==> config.mk <==
export PLATFORM = sky130hd
export DESIGN_NAME = ram_scan_reader
export DESIGN_NICKNAME = d
export VERILOG_FILES = /design/src/rtl/ram_scan_reader.sv
export SDC_FILE = /design/constraint.sdc
export NUM_CORES = 1
export LEC_CHECK = 0
export BUFFER_PORTS_ARGS = -buffer_cell sky130_fd_sc_hd__buf_2
export CORE_MARGIN = 3
export CORE_UTILIZATION = 42
export CTS_CLUSTER_DIAMETER = 50
export CTS_CLUSTER_SIZE = 16
export DETAILED_ROUTE_END_ITERATION = 6
export GPL_ROUTABILITY_DRIVEN = 0
export PLACE_DENSITY = 0.66
export RECOVER_POWER = 25
export SYNTH_ARGS = -nofsm -noshare
export SYNTH_HDL_FRONTEND = slang
export SYNTH_SLANG_ARGS = --single-unit
==> constraint.sdc <==
create_clock -name clk -period 5.35 [get_ports clk]
set_clock_uncertainty 0.2 [all_clocks]
set_input_delay 0.8025 -clock clk [delete_from_list [all_inputs] [get_ports clk]]
set_output_delay 0.8025 -clock clk [all_outputs]
set_load 0.005 [all_outputs]
==> src/rtl/ram_scan_reader.sv <==
// Sequential read initiator for the 64x8 LCD frame/char buffer RAM; streams bytes out over valid/ready.
// Define RAM_SCAN_LOOP_EN for continuous refresh: the scan restarts from the latched base until abort.
module ram_scan_reader #(
    parameter int AW = 6,
    parameter int DW = 8
) (
    input  logic          clk,
    input  logic          rst_n,
    input  logic          start,
    input  logic          abort,
    input  logic [AW-1:0] base_addr,
    input  logic [AW-1:0] len,
    output logic [AW-1:0] ram_addr,
    output logic          ram_ce,
    output logic          ram_we,
    input  logic [DW-1:0] ram_data_r,
    output logic [DW-1:0] out_data,
    output logic          out_valid,
    input  logic          out_ready,
    output logic          out_last,
    output logic          busy,
    output logic          done
);

    // state  | meaning
    // IDLE   | waiting for start
    // ISSUE  | RAM read strobe for address r_cur
    // CAPT   | RAM read data available, captured into the output register
    // HOLD   | byte presented, waiting for the consumer to accept
    typedef enum logic [1:0] {
        S_IDLE  = 2'd0,
        S_ISSUE = 2'd1,
        S_CAPT  = 2'd2,
        S_HOLD  = 2'd3
    } state_t;

    state_t        r_state;
    state_t        w_next;
    logic [AW-1:0] r_len;
    logic [AW-1:0] r_cur;
    logic [AW-1:0] r_cnt;
    logic [DW-1:0] r_data;
    logic          r_valid;
    logic          r_last;
    logic          r_done;
    logic          w_accept;
`ifdef RAM_SCAN_LOOP_EN
    logic [AW-1:0] r_base;
`endif

    assign w_accept = (r_state == S_HOLD) && r_valid && out_ready;

    always_ff @(posedge clk or negedge rst_n) begin
        if (!rst_n) begin
            r_state <= S_IDLE;
        end else begin
            r_state <= w_next;
        end
    end

    always_comb begin
        w_next = r_state;
        if (abort) begin
            w_next = S_IDLE;
        end else begin
            case (r_state)
                S_IDLE:  if (start) w_next = S_ISSUE;
                S_ISSUE: w_next = S_CAPT;
                S_CAPT:  w_next = S_HOLD;
                S_HOLD: begin
                    if (w_accept) begin
`ifdef RAM_SCAN_LOOP_EN
                        w_next = S_ISSUE;
`else
                        w_next = r_last ? S_IDLE : S_ISSUE;
`endif
                    end
                end
                default: w_next = S_IDLE;
            endcase
        end
    end

    // Datapath registers: address/count tracking and the held output byte.
    always_ff @(posedge clk or negedge rst_n) begin
        if (!rst_n) begin
            r_len   <= '0;
            r_cur   <= '0;
            r_cnt   <= '0;
            r_data  <= '0;
            r_valid <= 1'b0;
            r_last  <= 1'b0;
            r_done  <= 1'b0;
`ifdef RAM_SCAN_LOOP_EN
            r_base  <= '0;
`endif
        end else begin
            r_done <= 1'b0;
            if (abort) begin
                r_valid <= 1'b0;
                r_last  <= 1'b0;
            end else begin
                case (r_state)
                    S_IDLE: begin
                        if (start) begin
                            r_len <= len;
                            r_cur <= base_addr;
                            r_cnt <= '0;
`ifdef RAM_SCAN_LOOP_EN
                            r_base <= base_addr;
`endif
                        end
                    end
                    S_CAPT: begin
                        r_data  <= ram_data_r;
                        r_valid <= 1'b1;
                        r_last  <= (r_cnt == r_len);
                    end
                    S_HOLD: begin
                        if (w_accept) begin
                            r_valid <= 1'b0;
                            r_last  <= 1'b0;
                            if (r_last) begin
                                r_done <= 1'b1;
`ifdef RAM_SCAN_LOOP_EN
                                r_cur  <= r_base;
                                r_cnt  <= '0;
`endif
                            end else begin
                                // Modulo-2**AW wrap is intentional.
                                r_cur <= r_cur + 1'b1;
                                r_cnt <= r_cnt + 1'b1;
                            end
                        end
                    end
                    default: ;
                endcase
            end
        end
    end

    always_comb begin
        ram_ce    = (r_state == S_ISSUE);
        ram_we    = 1'b0;
        ram_addr  = r_cur;
        busy      = (r_state != S_IDLE);
        out_data  = r_data;
        out_valid = r_valid;
        out_last  = r_last;
        done      = r_done;
    end

endmodule

==> results.yml <==
floorplan:
  start_util_pct: 44.0
  core_area_mm2: 0.00372
  die_h_um: 68.4
  rows: 22
  die_x_um: 68.4
  dieArea_mm2: 0.00468
  num_io_pins: 45
synthesis:
  synth_edf_count: 0
  async_flop_share_pct: 100
  yosys.area.top_type: "dfrtp_1"
  avgSynthCellArea_um2: 11.2
  syn_inst: 146
  synth_common_cells: "31 x dfrtp_1, 15 x nand2_1, 14 x mux2_2"
  yosysWarnings: 0
  synthAdderAreaFrac_pct: 5.36
  synth_xor_area_share_pct: 3.21
  muxShareOfSynthArea_pct: 11.5
  ys_seq_area_share_pct: 47.4
  synth_top_flop_cell: "dfrtp_1"
  synth_area_mm2: 0.00164
  synth_top_family_by_area: "simple AND/OR/NAND/NOR gates"
  synthSimpleGateAreaFrac_pct: 14.3
  synthesis.nets: 178
  synth_most_common_cell: "dfrtp_1"
  synth_top_area_share_pct: 47.4
  ys_seq_elements: 31
  synth-compound-area-share_pct: 14.2
  ys_types: 39
  synth_area_leaders: "dfrtp_1 47%, mux2_2 9.6%, ha_1 5.4%"
finish:
  n_antenna_cell: 0
  nFillCells: 341
  multiInputGateArea_um2: 797
  regArea_um2: 776
  areaGrowthSynthToFinish_pct: 21.3
  drive_gt1_share_pct: 37.4
  nets: 221
pwr:
  power_switching_mw: 0.327
  clkPwrFrac_pct: 23.9
  p_seq_share_pct: 40.2
  cellPowerDensity_mw_per_mm2: 494
  internal_power_mw: 0.652
  comb_power_share_pct: 36.0
  p_sw_share_pct: 33.4
  ir_worst_vdd_mv: 0.202
  leakage_nw: 0.926
setup_path:
  crit_arrival_ps: 2760
  crit_path_cell_trace: "ha_1 -> nor2_1 -> a2111o_1 -> o21ai_0 -> a21oi_1"
  critPathKind: "reg2reg"
  cp.required_ps: 5250
  critPathMaxFanout: 29
  critical_path.slowest_cell: "ha_1"
  crit_family: "compound AO/OA/AOI/OAI gates"
  crit_path_start_kind: "register"
  max_stage_delay_ps: 890
  cp_num_buf_inv: 0
  worstSetupEndpointType: "register"
run_status:
  status: "finished, violations left"
  violations: "capacitance limit, slew limit"
sta:
  min_period_over_period_pct: 53.4
  setup_viol: 0
  fmaxAchievable_mhz: 350
  period_minus_slack_ps: 2860
  slew_viol_final: 32
  fin_tns_setup_ps: 0
  tightestPinTransition_ps: 1580
  setup_ws_ps: 2490
  rsz0062_at_grt: "false"
  max-slew-margin-rel_pct: -5.52
  hold_viol_final: 0
global_routing:
  antenna_found_initial: 0
  grt_pass1_wl_um: 5360
  grt_usage_pct: 15.7
  overflow: 0
  grt_max_degree: 32
  grt_pass1_vias: 1201
clock_tree:
  cts_tree: "done"
  clk-insertion-delay-late_ps: 280
  ctsResizeCount: 0
  postCtsSetupBuffers: 0
  cts_buffer_depth: 2
  root_buffer: "clkbuf_8"
  ctsHoldBuffers: 0
  cts.sinks: 31
  htreeDepth: 2
  cts_inserted_buffers: 5
  path_clk_slew_ps: 60
routing:
  detail_route.iter0.violations: 70
  wl_per_cell_um: 14.2
  vias: 1282
  firstDrtPassIters: 4
  antenna_left: 0
  postRouteWirelength_um: 3370
  routed_via_density: 5.39
  drc: 0
min_path:
  hold_path.class: "reg2reg"
placed_design:
  hpwl_um: 2540
  place_ws_ps: 2500
  port_buffers: 43
flow_run:
  max_cap_violations: 1
final cells by class:
class	instances	area share [%]
Clock inverter	2	1.77
Inverter	5	0.946
Multi-Input combinational cell	103	40.2
Timing Repair Buffer	43	10.8
Clock buffer	6	4.16
Tap cell	48	3.03
Sequential cell	31	39.1
through the flow:
stage	power (mW)	instances	utilization (%)	hold WS [ps]	cell area, um2
finish	0.979	238	53.4	301	1980
global route	1.06	238	53.4	323	1980
CTS	0.989	238	53.4	305	1980
detailed placement	0.754	230	50.2	290	1870
global placement	0.725	230	50.2	288	1870
floorplan	0.627	146	-	293	1640
per-layer routing:
metal	global-route usage, %	vias to the layer above	wire [um]
met5	0	-	0
met4	5.21	0	18
met3	5.42	2	147
met2	26.9	21	1830
met1	18.2	643	1370
li1	-	616	-
registers in the layout, indices dropped and copies added (netlist names):
register,flops
out_data,8
r_cnt,6
r_len,6
ram_addr,6
r_state,2
done,1
out_last,1
out_valid,1
path summary, 6_finish.rpt:
path	startpoint	end	slack [ps]	cells past startpoint
min in group asynchronous	rst_n	out_valid$_DFFE_PN0P_	710	1
hold / removal	out_data[5]$_DFFE_PN0P_	out_data[5]$_DFFE_PN0P_	300	1
setup / recovery	r_state[1]$_DFFE_PN0P_	ram_addr[5]$_DFFE_PN0P_	2490	5
hold reg to reg	out_data[5]$_DFFE_PN0P_	out_data[5]$_DFFE_PN0P_	300	1
setup reg to reg	r_state[1]$_DFFE_PN0P_	ram_addr[5]$_DFFE_PN0P_	2490	5
max in group asynchronous	rst_n	ram_addr[0]$_DFFE_PN0P_	3320	1
placed cells by master, fill, tap and decap left out, types with 4 or more instances in the layout:
master	Yosys	final
a21oi_1	7	7
buf_2	2	42
clkbuf_8	0	6
dfrtp_1	31	31
ha_1	7	7
inv_1	5	5
mux2_2	14	14
nand2_1	15	15
nand3_1	4	4
o21ai_0	8	8
o32ai_1	5	5
power groups by stage:
stage | Clock, mW | Combinational, mW | Sequential (mW)
after global routing | 0.253 | 0.397 | 0.407
final | 0.234 | 0.352 | 0.394
after CTS | 0.238 | 0.356 | 0.395
after floorplan | 0 | 0.237 | 0.390
after global placement | 0 | 0.337 | 0.388
after detailed placement | 0 | 0.355 | 0.398
logic make-up after synthesis:
logic type / Yosys count
simple gates: 41
fa+ha+maj: 7
other cells: 1
flops: 31
compound gates: 31
buf+inv: 12
mux: 17
xor+xnor: 6
worst register-to-register path: cells and delay by family (launching register included):
| kind | cells | cell delay [ps] |
|---|---|---|
| adder cells (fa/ha/maj) | 1 | 890 |
| AO/OA/AOI/OAI | 3 | 950 |
| AND/OR/NAND/NOR | 1 | 230 |
| flip-flops | 1 | 410 |
(Power assumes the default switching activity.)
